$ cat src/rtl/cpu_seq_if.sv
// Control/status bundle between cpu_sequencer and the ExceptioNull datapath.
// master = sequencer side, slave = datapath/memory side.
interface cpu_seq_if #(
  parameter int CNT_W = 8
);
  logic             run;
  logic             halt_req;
  logic             mem_r_en;
  logic             mem_w_en;
  logic             reg_w_en;
  logic             mem_ack;
  logic             fetch_stb;
  logic             decode_stb;
  logic             regrd_stb;
  logic             exec_stb;
  logic             mem_req;
  logic             wbsel_stb;
  logic             wb_stb;
  logic             pc_stb;
  logic [2:0]       state;
  logic             busy;
  logic             halted;
  logic             mem_err;
  logic [CNT_W-1:0] retired;

  modport master (
    input  run, halt_req, mem_r_en, mem_w_en, reg_w_en, mem_ack,
    output fetch_stb, decode_stb, regrd_stb, exec_stb, mem_req,
           wbsel_stb, wb_stb, pc_stb, state, busy, halted, mem_err, retired
  );

  modport slave (
    output run, halt_req, mem_r_en, mem_w_en, reg_w_en, mem_ack,
    input  fetch_stb, decode_stb, regrd_stb, exec_stb, mem_req,
           wbsel_stb, wb_stb, pc_stb, state, busy, halted, mem_err, retired
  );
endinterface

$ cat src/rtl/cpu_sequencer.sv
// 8-state multi-cycle instruction sequencer with run/halt, memory timeout and retire counter.
// Optional macro MEM_SKIP_EN: instructions without a memory operation bypass the MEM state.
module cpu_sequencer #(
  parameter int MEM_TIMEOUT = 15,
  parameter int CNT_W       = 8
) (
  input  logic      clk,
  input  logic      rst_n,
  cpu_seq_if.master bus
);

  localparam logic [2:0] S_FETCH  = 3'b000;
  localparam logic [2:0] S_DECODE = 3'b001;
  localparam logic [2:0] S_REGRD  = 3'b010;
  localparam logic [2:0] S_EXEC   = 3'b011;
  localparam logic [2:0] S_MEM    = 3'b100;
  localparam logic [2:0] S_WBSEL  = 3'b101;
  localparam logic [2:0] S_WB     = 3'b110;
  localparam logic [2:0] S_PCUPD  = 3'b111;

  localparam logic [7:0] WAIT_LAST = 8'(MEM_TIMEOUT - 1);

  logic [2:0]       state_q,   state_d;
  logic [7:0]       wait_q,    wait_d;
  logic             mem_op_q,  mem_op_d;
  logic             wr_q,      wr_d;
  logic             halted_q,  halted_d;
  logic             mem_err_q, mem_err_d;
  logic [CNT_W-1:0] retired_q, retired_d;

  always_comb begin
    state_d   = state_q;
    wait_d    = wait_q;
    mem_op_d  = mem_op_q;
    wr_d      = wr_q;
    halted_d  = halted_q;
    mem_err_d = mem_err_q;
    retired_d = retired_q;
    case (state_q)
      S_FETCH: begin
        if (bus.run && !halted_q) state_d = S_DECODE;
      end
      S_DECODE: state_d = S_REGRD;
      S_REGRD:  state_d = S_EXEC;
      S_EXEC: begin
        mem_op_d = bus.mem_r_en | bus.mem_w_en;
        wr_d     = bus.reg_w_en;
`ifdef MEM_SKIP_EN
        state_d  = (bus.mem_r_en | bus.mem_w_en) ? S_MEM : S_WBSEL;
`else
        state_d  = S_MEM;
`endif
      end
      S_MEM: begin
        if (!mem_op_q) begin
          state_d = S_WBSEL;
        end else if (bus.mem_ack) begin
          state_d = S_WBSEL;
          wait_d  = 8'd0;
        end else if (wait_q == WAIT_LAST) begin
          // Abort: the instruction is dropped without PC update or retire.
          state_d   = S_FETCH;
          wait_d    = 8'd0;
          mem_err_d = 1'b1;
          halted_d  = 1'b1;
        end else begin
          wait_d = wait_q + 8'd1;
        end
      end
      S_WBSEL: state_d = S_WB;
      S_WB:    state_d = S_PCUPD;
      S_PCUPD: begin
        state_d   = S_FETCH;
        retired_d = retired_q + CNT_W'(1);
        if (bus.halt_req) halted_d = 1'b1;
      end
      default: state_d = S_FETCH;
    endcase
  end

  always_ff @(posedge clk or negedge rst_n) begin
    if (!rst_n) begin
      state_q   <= S_FETCH;
      wait_q    <= 8'd0;
      mem_op_q  <= 1'b0;
      wr_q      <= 1'b0;
      halted_q  <= 1'b0;
      mem_err_q <= 1'b0;
      retired_q <= '0;
    end else begin
      state_q   <= state_d;
      wait_q    <= wait_d;
      mem_op_q  <= mem_op_d;
      wr_q      <= wr_d;
      halted_q  <= halted_d;
      mem_err_q <= mem_err_d;
      retired_q <= retired_d;
    end
  end

  // fetch_stb also depends on run, so it is gated by reset to keep strobes quiet while held.
  assign bus.fetch_stb  = rst_n && (state_q == S_FETCH) && bus.run && !halted_q;
  assign bus.decode_stb = (state_q == S_DECODE);
  assign bus.regrd_stb  = (state_q == S_REGRD);
  assign bus.exec_stb   = (state_q == S_EXEC);
  assign bus.mem_req    = (state_q == S_MEM) && mem_op_q;
  assign bus.wbsel_stb  = (state_q == S_WBSEL);
  assign bus.wb_stb     = (state_q == S_WB) && wr_q;
  assign bus.pc_stb     = (state_q == S_PCUPD);
  assign bus.state      = state_q;
  assign bus.busy       = (state_q != S_FETCH);
  assign bus.halted     = halted_q;
  assign bus.mem_err    = mem_err_q;
  assign bus.retired    = retired_q;

endmodule
$ cat src/flat_wrapper.sv
// flat-port wrapper written by rule: the top's interface ports become plain ports
module cpu_sequencer_flat 
#(
  parameter int MEM_TIMEOUT = 15,
  parameter int CNT_W       = 8
)
  (clk, rst_n, bus_run, bus_halt_req, bus_mem_r_en, bus_mem_w_en, bus_reg_w_en, bus_mem_ack, bus_fetch_stb, bus_decode_stb, bus_regrd_stb, bus_exec_stb, bus_mem_req, bus_wbsel_stb, bus_wb_stb, bus_pc_stb, bus_state, bus_busy, bus_halted, bus_mem_err, bus_retired);
  cpu_seq_if #(.CNT_W(CNT_W)) bus_i ();
  input  logic clk;
  input  logic rst_n;
  input wire logic [$bits(bus_i.run)-1:0] bus_run;
  input wire logic [$bits(bus_i.halt_req)-1:0] bus_halt_req;
  input wire logic [$bits(bus_i.mem_r_en)-1:0] bus_mem_r_en;
  input wire logic [$bits(bus_i.mem_w_en)-1:0] bus_mem_w_en;
  input wire logic [$bits(bus_i.reg_w_en)-1:0] bus_reg_w_en;
  input wire logic [$bits(bus_i.mem_ack)-1:0] bus_mem_ack;
  output wire logic [$bits(bus_i.fetch_stb)-1:0] bus_fetch_stb;
  output wire logic [$bits(bus_i.decode_stb)-1:0] bus_decode_stb;
  output wire logic [$bits(bus_i.regrd_stb)-1:0] bus_regrd_stb;
  output wire logic [$bits(bus_i.exec_stb)-1:0] bus_exec_stb;
  output wire logic [$bits(bus_i.mem_req)-1:0] bus_mem_req;
  output wire logic [$bits(bus_i.wbsel_stb)-1:0] bus_wbsel_stb;
  output wire logic [$bits(bus_i.wb_stb)-1:0] bus_wb_stb;
  output wire logic [$bits(bus_i.pc_stb)-1:0] bus_pc_stb;
  output wire logic [$bits(bus_i.state)-1:0] bus_state;
  output wire logic [$bits(bus_i.busy)-1:0] bus_busy;
  output wire logic [$bits(bus_i.halted)-1:0] bus_halted;
  output wire logic [$bits(bus_i.mem_err)-1:0] bus_mem_err;
  output wire logic [$bits(bus_i.retired)-1:0] bus_retired;
  assign bus_i.run = bus_run;
  assign bus_i.halt_req = bus_halt_req;
  assign bus_i.mem_r_en = bus_mem_r_en;
  assign bus_i.mem_w_en = bus_mem_w_en;
  assign bus_i.reg_w_en = bus_reg_w_en;
  assign bus_i.mem_ack = bus_mem_ack;
  assign bus_fetch_stb = bus_i.fetch_stb;
  assign bus_decode_stb = bus_i.decode_stb;
  assign bus_regrd_stb = bus_i.regrd_stb;
  assign bus_exec_stb = bus_i.exec_stb;
  assign bus_mem_req = bus_i.mem_req;
  assign bus_wbsel_stb = bus_i.wbsel_stb;
  assign bus_wb_stb = bus_i.wb_stb;
  assign bus_pc_stb = bus_i.pc_stb;
  assign bus_state = bus_i.state;
  assign bus_busy = bus_i.busy;
  assign bus_halted = bus_i.halted;
  assign bus_mem_err = bus_i.mem_err;
  assign bus_retired = bus_i.retired;
  cpu_sequencer #(.MEM_TIMEOUT(MEM_TIMEOUT), .CNT_W(CNT_W)) u_core (.clk(clk), .rst_n(rst_n), .bus(bus_i));
endmodule
$ cat config.mk
export PLATFORM = sky130hd
export DESIGN_NAME = cpu_sequencer_flat
export DESIGN_NICKNAME = d
export VERILOG_FILES = /design/src/rtl/cpu_seq_if.sv /design/src/rtl/cpu_sequencer.sv /design/src/flat_wrapper.sv
export SDC_FILE = /design/constraint.sdc
export NUM_CORES = 1
export LEC_CHECK = 0
export BUFFER_PORTS_ARGS = -buffer_cell sky130_fd_sc_hd__clkbuf_2
export CAP_MARGIN = 20
export CORE_AREA = 3 3 53 55
export CTS_BUF_LIST = sky130_fd_sc_hd__clkbuf_4 sky130_fd_sc_hd__clkbuf_8
export DETAILED_ROUTE_END_ITERATION = 8
export DIE_AREA = 0 0 56 58
export PLACE_DENSITY = 0.74
export SLEW_MARGIN = 20
export SYNTH_ARGS = -nofsm -noshare
export SYNTH_HDL_FRONTEND = slang
export SYNTH_SLANG_ARGS = --single-unit
$ cat constraint.sdc
create_clock -name clk -period 1.5 [get_ports clk]
set_input_delay 0.075 -clock clk [delete_from_list [all_inputs] [get_ports clk]]
set_output_delay 0.075 -clock clk [all_outputs]
set_load 0.02 [all_outputs]
==> results of run 1 <==
sequential cells by signal, indices dropped and copies added (netlist names):
signal              cells
u_core.mem_op_q         1
u_core.wait_q           8
u_core.bus.halted       1
u_core.bus.state        3
u_core.wr_q             1
u_core.bus.retired      8
u_core.bus.mem_err      1
metrics by stage:
step                instances  hold WS [ps]
finish                    202          42.5
global route              202          39.1
CTS                       197          32.7
detailed placement        183          90.4
global placement          183          88.4
floorplan                 119          -221
worst max-delay path: cells and delay by family, from the launching register on:
family | cells | cell delay [ps]
flops | 1 | 410
buf+inv | 2 | 240
simple gates | 2 | 520
cell usage in the layout, fill, tap and decap left out, drive strengths merged, types with 2 or more instances in the layout:
cell	Yosys	layout
buf	2	28
clkbuf	2	25
dfrtp	23	23
nand2	16	16
inv	6	7
nand3	6	6
nor2	5	5
o21ai	5	5
nand4	4	4
xor2	4	4
xnor2	4	4
o311ai	3	3
o31ai	3	3
ha	3	3
dlygate4sd3	0	3
or3	3	3
or4	3	3
nor3	3	3
nor3b	2	2
nand3b	2	2
o211ai	2	2
a22oi	2	2
nor2b	2	2
a21oi	2	2
nand2b	2	2
where the power goes:
part / internal, W / leakage [nW] / switching [W]
logic: 0.000803 / 0.505 / 0.000933
clock network: 0.0000999 / 0.0177 / 0.000197
registers: 0.000846 / 0.273 / 0.000238
how the worst min path moves through the flow:
stage                     slack (ps)         start  depth (start not counted)                                 to
final                             40   bus_mem_ack                          2       u_core.wait_q[7]$_DFFE_PN0P_
after global routing              40   bus_mem_ack                          2       u_core.wait_q[7]$_DFFE_PN0P_
after CTS                         30  bus_mem_r_en                          3        u_core.mem_op_q$_DFFE_PN0N_
after detailed placement          90         rst_n                          2  u_core.bus.retired[0]$_DFFE_PN0P_
after global placement            90         rst_n                          2  u_core.bus.retired[0]$_DFFE_PN0P_
after floorplan                 -220         rst_n                          0      u_core.bus.halted$_DFFE_PN0P_
cell type report:
class | count | area, um2 | share of cell area, %
Timing Repair Buffer | 53 | 380 | 23.1
Clock inverter | 1 | 5.00 | 0.303
Clock buffer | 3 | 22.5 | 1.37
Multi-Input combinational cell | 85 | 591 | 35.8
Tap cell | 30 | 37.5 | 2.28
Inverter | 7 | 36.3 | 2.20
Sequential cell | 23 | 577 | 35.0
synthesized netlist by cell type, types with 3 or more instances:
cell and number:
nand3_1 6, o31ai_1 3, nand2_1 16, inv_1 6, ha_1 3, nor3_1 3
xnor2_1 4, dfrtp_1 23, o21ai_0 5, nand4_1 4, o311ai_1 3, or4_1 3
xor2_1 4, nor2_1 5
routing by layer:
metal / wire length, um / vias to the layer above / part of all wire, % / GRT usage, %
met5: 0 / - / 0 / 0
li1: - / 539 / - / -
met4: 31 / 0 / 1.1 / 6.10
met2: 1350 / 33 / 47 / 28.7
met1: 1340 / 504 / 47 / 23.5
met3: 132 / 4 / 4.6 / 2.00
cell families after synthesis:
kind of cell / synth area share, %
AO/OA/AOI/OAI: 11.4
multiplexers: 0.944
flip-flops: 48.3
buffers and inverters: 4.51
XOR/XNOR: 5.88
adder cells (fa/ha/maj): 3.15
AND/OR/NAND/NOR: 25.8
repair_timing:
item | in CTS | in global routing
gates resized for setup | 8 | 24
setup endpoints to repair | 4 | 17
setup buffers | 7 | 5
pin swaps | 2 | 7
hold buffers | 3 | 0
hold endpoints to repair | 25 | 0
==> results.md, run 1 <==
- Crit path from: u_core.bus.state[2]$_DFFE_PN0P_
- Final hold viol count: 0
- Placement Rows: 18
- Hpwl dp: 1860 um
- Final Max Tran Viols: 0
- Filler Cell Count: 196
- DR WL/cell: 14.1 um
- Crit-path slowest cell: dfrtp_1
- Fraction of registers with async set/reset: 100%
- Mapped cell area: 1190 um2
- FF+latch count, synth: 23
- Grt total ovfl: 0
- Initial Util: 49.0%
- DP Area: 1420 um2
- Initial antenna violation count: 0
- Final Setup Violations: 1
- Die height: 58 um
- Die footprint: 3250 um2
- RSZ-0062 raised after global routing: true
- Number of synthesized flops with an enable pin: 0
- RR Endpoint: u_core.bus.mem_err$_DFFE_PN0P_
- Top FF cell, synth: dfrtp_1
- Setup crit end: bus_fetch_stb
- HP Class: in2reg
- First-pass GRT wire length: 4420 um
- Pwr/cell area: 1890 nW/um2
- TritonCTS buffer count: 3
- Dominant cells by area after synthesis: dfrtp_1 (48%), nand2_1 (5.0%), ha_1 (3.1%)
- Vias in the first global route: 970
- Design Power: 0.00312 W
- Initial DRC count: 46
- Worst-skew pair later-pin latency: 320 ps
- Drt drc: 0
- Initial DRT Pass Iterations: 4
- CTS Sinks: 23
- Worst EP arrival: 1490 ps
- Largest net degree at the start of global routing: 24
- Final instance area: 1650 um2
- Crit-path max cell delay: 410 ps
- Avg Inst Size Synth: 10.0 um2
- Lkg Pwr: 0.796 nW
- Crit Path Category: reg2out
- Crit-path cells: buf_6, or3_4, nor2_4, buf_8
- Max Fclk: 641 MHz
- Synth area leader: dfrtp_1
- Post-route clock period utilization: 104%
- Reg2reg path depth: 3
- Syn_nets: 130
- Die X: 56 um
- CTS root buffer: clkbuf_4
- Max cap viols: 0
- Worst setup SP type: flip-flop
- Ys Warns: 0
- RePlAce Congestion: 0.833
- Top Ports: 30
- Setup TNS: -61.1 ps
- Failing checks: setup timing
- Drt total wl: 2860 um
- Clock skew: 3.33 ps
- Top cell type's share of synthesized area: 48.3%
- Nets: 184
- CTS clk-pin slew, worst paths: 130 ps
- DR vias/cell: 5.35
- CP endpoint kind: primary output
- Sequential area share after synthesis: 48.3%
- Crit path max fanout: 2
- Total core area: 2430 um2
- Area growth syn-to-layout: 38.3%
- Via Count: 1,080
- Reg2reg start: u_core.wait_q[6]$_DFFE_PN0P_
- H-tree lvl count: 1
- Critical Path RT: 1420 ps
- Worst slew margin: 80.1%
- Post-layout util: 67.8%
- Post-route ant nets: 0
- CTS tree: done
- Max VDD drop: 0.00140 V
- Worst setup margin: -61.1 ps
- Slew @ Worst Pin: 299 ps
- Worst reg2reg setup slack: 10 ps
- Number of buffers added on ports: 29
- # diodes: 0
- Outcome: finished with violations
- Syn Inst Count: 119
- Final Critical Period: 1560 ps
- Tot GR Track Use: 17.2%
- Pre-CTS worst setup slack: 38.0 ps
- Layout cells sized above 1: 38.4%
- Library cells used by synthesis: 36
- Worst-case clock buffer depth: 2
Note: power is estimated with default switching activity, not from simulation.
==> inputs of run 2 (changes only) <==
CORE_AREA = 3 3 54 56   (was 3 3 53 55)
CTS_CLUSTER_SIZE = 16   (was not set)
DIE_AREA = 0 0 57 59   (was 0 0 56 58)
clock period = 1.4 ns   (was 1.5 ns; I/O delays follow)
==> results.md, run 2 (same netlist as run 1, synthesis figures left out) <==
- Max VDD drop: 0.00151 V (+8.0%)
- Post-route clock period utilization: 112%
- Crit-path max cell delay: 460 ps (+50 ps)
- Worst slew margin: 80.4% (+0.28 points)
- Final Critical Period: 1570 ps
- CTS Sinks: 23 (unchanged)
- HP Class: in2reg
- Die height: 59 um (+1.7%)
- Crit path max fanout: 4 (+2)
- Slew @ Worst Pin: 292 ps (-6.64 ps)
- Final hold viol count: 0 (unchanged)
- DR WL/cell: 15.4 um (+8.7%)
- Number of buffers added on ports: 29 (unchanged)
- Max Fclk: 636 MHz
- Top Ports: 30 (unchanged)
- Initial DRT Pass Iterations: 4 (unchanged)
- Total core area: 2480 um2 (+1.9%)
- Switching Fraction: 44.3% (+0.41 points)
- Drt drc: 0 (unchanged)
- Crit-path cells: buf_6, or3_4, nor2_4, buf_8
- Clock Power Share: 8.9% (-0.6 points)
- Largest net degree at the start of global routing: 24 (unchanged)
- CP endpoint kind: primary output
- Worst reg2reg setup slack: -140 ps (-150 ps)
- Critical hold path startpoint: bus_mem_r_en
- Reg2reg path depth: 5 (+2)
- Worst setup margin: -172 ps (-111 ps)
- First-pass GRT wire length: 5020 um (+14%)
- Hold Slack: 16.6 ps (-25.9 ps)
- Vias in the first global route: 1,076 (+11%)
- Critical Path RT: 1330 ps (-90 ps)
- Flop pwr share: 33.5% (-1.3 points)
- Layout cells sized above 1: 45.0% (+6.7 points)
- DR vias/cell: 5.54 (+3.6%)
- CTS root buffer: clkbuf_4
- Placement Rows: 18 (unchanged)
- Reg2reg start: u_core.bus.state[2]$_DFFE_PN0P_
- Initial antenna violation count: 0 (unchanged)
- Via Count: 1,113 (+3.1%)
- Die footprint: 3360 um2 (+3.5%)
- Drt total wl: 3090 um (+8.2%)
- Initial DRC count: 55 (+20%)
- Commonest non-fill, non-tap cells in the layout: clkbuf_2 (21), dfrtp_1 (21), buf_4 (16)
- RePlAce Congestion: 0.810 (-2.7%)
- Grt total ovfl: 0 (unchanged)
- Die X: 57 um (+1.8%)
- Lkg Pwr: 0.811 nW (+1.9%)
- Power share of the combinational group: 57.6% (+1.9 points)
- Failing checks: setup timing
- Pwr/cell area: 2010 nW/um2 (+6.2%)
- WHS Endpoint: u_core.mem_op_q$_DFFE_PN0N_
- Hpwl dp: 2030 um (+9.3%)
- RSZ-0062 raised after global routing: true
- TritonCTS buffer count: 3 (unchanged)
- Max cap viols: 0 (unchanged)
- Final Setup Violations: 17 (+16)
- CTS tree: done
- Area growth syn-to-layout: 45.6%
- Int Pwr: 0.00194 W (+11%)
- # diodes: 0 (unchanged)
- Crit-path slowest cell: dfrtp_2
- Initial Util: 48.1% (-0.89 points)
- H-tree lvl count: 1 (unchanged)
- Worst setup SP type: flip-flop
- CTS clk-pin slew, worst paths: 130 ps (about the same)
- Nets: 183 (-0.54%)
- Worst EP arrival: 1500 ps (about the same)
- Switching pwr: 0.00154 W (+13%)
- Clock skew: 4.55 ps (+1.22 ps)
- Post-route ant nets: 0 (unchanged)
- Crit Path Category: reg2out
- Final Max Tran Viols: 0 (unchanged)
- Number of cells on the worst hold path: 3 (+1)
- Setup TNS: -1560 ps (-1500 ps)
- Outcome: finished with violations
- Tot GR Track Use: 19.1% (+1.8 points)
- RR Endpoint: u_core.wait_q[5]$_DFFE_PN0P_
- Worst-case clock buffer depth: 2 (unchanged)
- Worst-skew pair later-pin latency: 310 ps (about the same)
==> run 2: power groups by stage <==
stage,registers [W],clock network (W),logic (W)
after floorplan,0.00129,0,0.000863
after detailed placement,0.00117,0,0.00158
after global placement,0.00115,0,0.00153
final,0.00117,0.000311,0.00201
after CTS,0.00116,0.000321,0.00185
after global routing,0.00120,0.000347,0.00217
==> run 2: cell type report <==
| type | count | area, um2 |
|---|---|---|
| repair buffers | 52 | 409 |
| clock buffers | 3 | 22.5 |
| clock inverters | 1 | 5.00 |
| well taps | 30 | 37.5 |
| flip-flops and latches | 23 | 578 |
| fillers | 183 | 741 |
| multi-input cells | 85 | 646 |
| inverters | 7 | 38.8 |
==> run 2: worst max path at each step <==
stage / cells after the start / slack, ps / startpoint / endpoint
2_1_floorplan: 4 / -70 / u_core.bus.state[0]$_DFFE_PN0P_ / u_core.wait_q[5]$_DFFE_PN0P_
3_3_place_gp: 3 / 20 / u_core.wait_q[4]$_DFFE_PN0P_ / u_core.bus.mem_err$_DFFE_PN0P_
3_5_place_dp: 5 / -80 / u_core.bus.state[1]$_DFFE_PN0P_ / u_core.wait_q[3]$_DFFE_PN0P_
4_1_cts: 4 / -180 / u_core.bus.state[2]$_DFFE_PN0P_ / bus_fetch_stb
5_1_grt: 4 / -230 / u_core.bus.state[2]$_DFFE_PN0P_ / bus_fetch_stb
6_report: 4 / -170 / u_core.bus.state[2]$_DFFE_PN0P_ / bus_fetch_stb
==> run 2: critical path, delay by kind of cell (launching register included) <==
family / cells / cell delay (ps)
buffers and inverters: 2 / 240
flip-flops: 1 / 460
AND/OR/NAND/NOR: 2 / 490
==> run 2: stage by stage <==
| stage | instance area, um2 | instances | power [W] | setup slack [ps] | util, % |
|---|---|---|---|---|---|
| 3_3_place_gp | 1470 | 187 | 0.00268 | 20.2 | 59.2 |
| 3_5_place_dp | 1470 | 187 | 0.00275 | -83.7 | 59.2 |
| 5_1_grt | 1740 | 201 | 0.00372 | -232 | 70.1 |
| 4_1_cts | 1670 | 201 | 0.00333 | -180 | 67.3 |
| 6_report | 1740 | 201 | 0.00348 | -172 | 70.1 |
| 2_1_floorplan | 1220 | 119 | 0.00216 | -65.3 | - |
==> run 2: metal layers <==
| metal | vias up | track usage [%] | routed length (um) |
|---|---|---|---|
| li1 | 539 | - | - |
| met2 | 36 | 32.6 | 1570 |
| met1 | 531 | 25.2 | 1330 |
| met3 | 7 | 4.14 | 138 |
| met5 | - | 0 | 0 |
| met4 | 0 | 3.64 | 49 |
==> run 2: timing repair <==
action	4_1_cts	5_1_grt
endpoints found under the hold margin	25	0
hold buffers	3	0
endpoints found under the setup margin	16	21
buffers inserted	7	0
resized for setup	23	23
pin swaps	5	3
==> inputs of run 3 (changes only) <==
CORE_AREA = 2 2 53 55   (was 3 3 54 56)
DIE_AREA = 0 0 55 57   (was 0 0 57 59)
SKIP_LAST_GASP = 1   (was not set)
==> results.md, run 3 (same netlist as run 1, synthesis figures left out) <==
- Outcome: finished with violations
- Failing checks: setup timing
- Worst slew margin: 79.6% (-0.75 points)
- TritonCTS buffer count: 3 (unchanged)
- Flop pwr share: 28.9% (-4.6 points)
- Initial DRT Pass Iterations: 4 (unchanged)
- Worst reg2reg setup slack: -150 ps (about the same)
- Worst path bufs/invs: 2 (unchanged)
- DR WL/cell: 17.1 um (+11%)
- Crit Path Category: reg2out
- Crit-path max cell delay: 440 ps (-20 ps)
- Initial antenna violation count: 0 (unchanged)
- H-tree lvl count: 1 (unchanged)
- Worst setup margin: -166 ps (+6.29 ps)
- Post-route clock period utilization: 112% (-0.45 points)
- Sequential cell area: 578 um2 (unchanged)
- Power share of the combinational group: 62.5% (+4.9 points)
- Die height: 57 um (-3.4%)
- Filler Cell Count: 169 (-7.7%)
- Clock Power Share: 8.6% (-0.3 points)
- Largest net degree at the start of global routing: 24 (unchanged)
- Die footprint: 3140 um2 (-6.8%)
- Setup TNS: -1390 ps (+168 ps)
- Worst setup SP type: flip-flop
- Int Pwr: 0.00227 W (+17%)
- Layout cells sized above 1: 50.8% (+5.8 points)
- Top Ports: 30 (unchanged)
- Tot GR Track Use: 22.1% (+3.0 points)
- First-pass GRT wire length: 5050 um (+0.54%)
- Via Count: 1,243 (+12%)
- RSZ-0062 raised after global routing: true
- Multi-input logic area: 688 um2 (+6.6%)
- Max VDD drop: 0.00148 V (-1.8%)
- Crit path max fanout: 2 (-2)
- Hpwl dp: 2000 um (-1.7%)
- CP endpoint kind: primary output
- Commonest non-fill, non-tap cell in the layout: buf_4
- CTS root buffer: clkbuf_4
- Placement Rows: 19 (+1)
- CTS tree: done
- Number of buffers added on ports: 29 (unchanged)
- Total core area: 2620 um2 (+5.6%)
- Switching pwr: 0.00176 W (+14%)
- CTS Sinks: 23 (unchanged)
- Critical Path RT: 1330 ps (about the same)
- Nets: 197 (+7.7%)
- Max Fclk: 639 MHz (+0.40%)
- Worst-case clock buffer depth: 2 (unchanged)
- CP top delay family: simple AND/OR/NAND/NOR gates
- # diodes: 0 (unchanged)
- Post-route ant nets: 0 (unchanged)
- Final Setup Violations: 16 (-1)
- RePlAce Congestion: 0.889 (+9.8%)
- Lkg Pwr: 0.904 nW (+11%)
- Die X: 55 um (-3.5%)
- HP Class: in2reg
- Design Power: 0.00403 W (+16%)
- Final Critical Period: 1570 ps (-6.29 ps)
- Pwr/cell area: 2100 nW/um2 (+4.8%)
- Crit-path slowest cell: dfrtp_2
- Switching Fraction: 43.6% (-0.74 points)
- Vias in the first global route: 1,102 (+2.4%)
- Grt total ovfl: 0 (unchanged)
- Final hold viol count: 0 (unchanged)
- Area growth syn-to-layout: 60.7%
- Commonest non-fill, non-tap cells in the layout: buf_4 (24), dfrtp_1 (21), clkbuf_2 (20)
- Final Max Tran Viols: 0 (unchanged)
- Drt drc: 0 (unchanged)
- Clock skew: 3.90 ps (-0.641 ps)
- Pre-CTS worst setup slack: -54.9 ps (+28.8 ps)
- Crit-path cells: buf_6, or3_4, nor2_4, buf_8
- Max cap viols: 0 (unchanged)
- Worst-skew pair later-pin latency: 320 ps (about the same)
- DR vias/cell: 5.75 (+3.9%)
- Worst EP arrival: 1500 ps (about the same)
- Post-layout util: 73.3% (+3.2 points)
- CTS clk-pin slew, worst paths: 130 ps (about the same)
- Initial DRC count: 36 (-35%)
- Slew @ Worst Pin: 303 ps (+11.2 ps)
- Initial Util: 45.6% (-2.5 points)
- Drt total wl: 3690 um (+20%)
-- run 3: cell types whose count changed in the layout (fill, tap and decap cells not counted), moves of 2 or more --
cell	previous run	this run
nor3_2	0	2
inv_2	3	0
inv_1	3	5
buf_6	6	13
buf_8	3	5
buf_4	16	24
-- run 3: worst paths after layout --
kind,from,cells after the start,end
max,u_core.bus.state[2]$_DFFE_PN0P_,4,bus_fetch_stb
min,bus_mem_ack,2,u_core.wait_q[7]$_DFFE_PN0P_
max reg2reg,u_core.bus.state[1]$_DFFE_PN0P_,4,u_core.wait_q[5]$_DFFE_PN0P_
min reg2reg,u_core.bus.retired[7]$_DFFE_PN0P_,1,u_core.bus.retired[7]$_DFFE_PN0P_
max in group asynchronous,rst_n,3,u_core.bus.state[0]$_DFFE_PN0P_
min in group asynchronous,rst_n,3,u_core.bus.mem_err$_DFFE_PN0P_
-- run 3: power groups by stage --
stage               combinational, W  clock [W]  sequential, W
floorplan                   0.000863          0        0.00129
global route                 0.00271   0.000363        0.00119
global placement             0.00154          0        0.00115
CTS                          0.00196   0.000337        0.00115
detailed placement           0.00158          0        0.00117
finish                       0.00252   0.000346        0.00117
-- run 3: final cells by class --
cell class / count / share of cell area (%)
Inverter: 7 / 2.16
Multi-Input combinational cell: 85 / 35.9
Timing Repair Buffer: 66 / 28.2
Sequential cell: 23 / 30.2
Tap cell: 31 / 2.02
Clock buffer: 4 / 1.57
-- run 3: through the flow --
step	instances	hold slack (ps)	cell area, um2
floorplan	119	-226	1220
global placement	190	82.0	1480
detailed placement	190	86.2	1480
CTS	208	26.7	1710
global route	216	68.6	1920
finish	216	53.7	1920
-- run 3: what timing repair did --
action	CTS	global route
endpoints found under the hold margin	25	0
setup endpoints to repair	13	23
cloned	0	0
hold buffers	3	0
gates resized for setup	23	41
setup buffers	11	8
pin swaps	7	10
-- run 3: routing by layer --
metal,share of wire (%),up-vias,track usage (%)
met4,2.5,0,4.18
met1,39,615,28.5
met3,4.9,12,3.14
li1,-,561,-
met2,54,55,38.8
met5,0,-,0
-- run 3: worst reg2reg max path: stages, from the launching register on --
cell and delay, ps:
dfrtp_1 420, nand4bb_4 270, buf_6 160, or4_1 500, a22oi_2 140
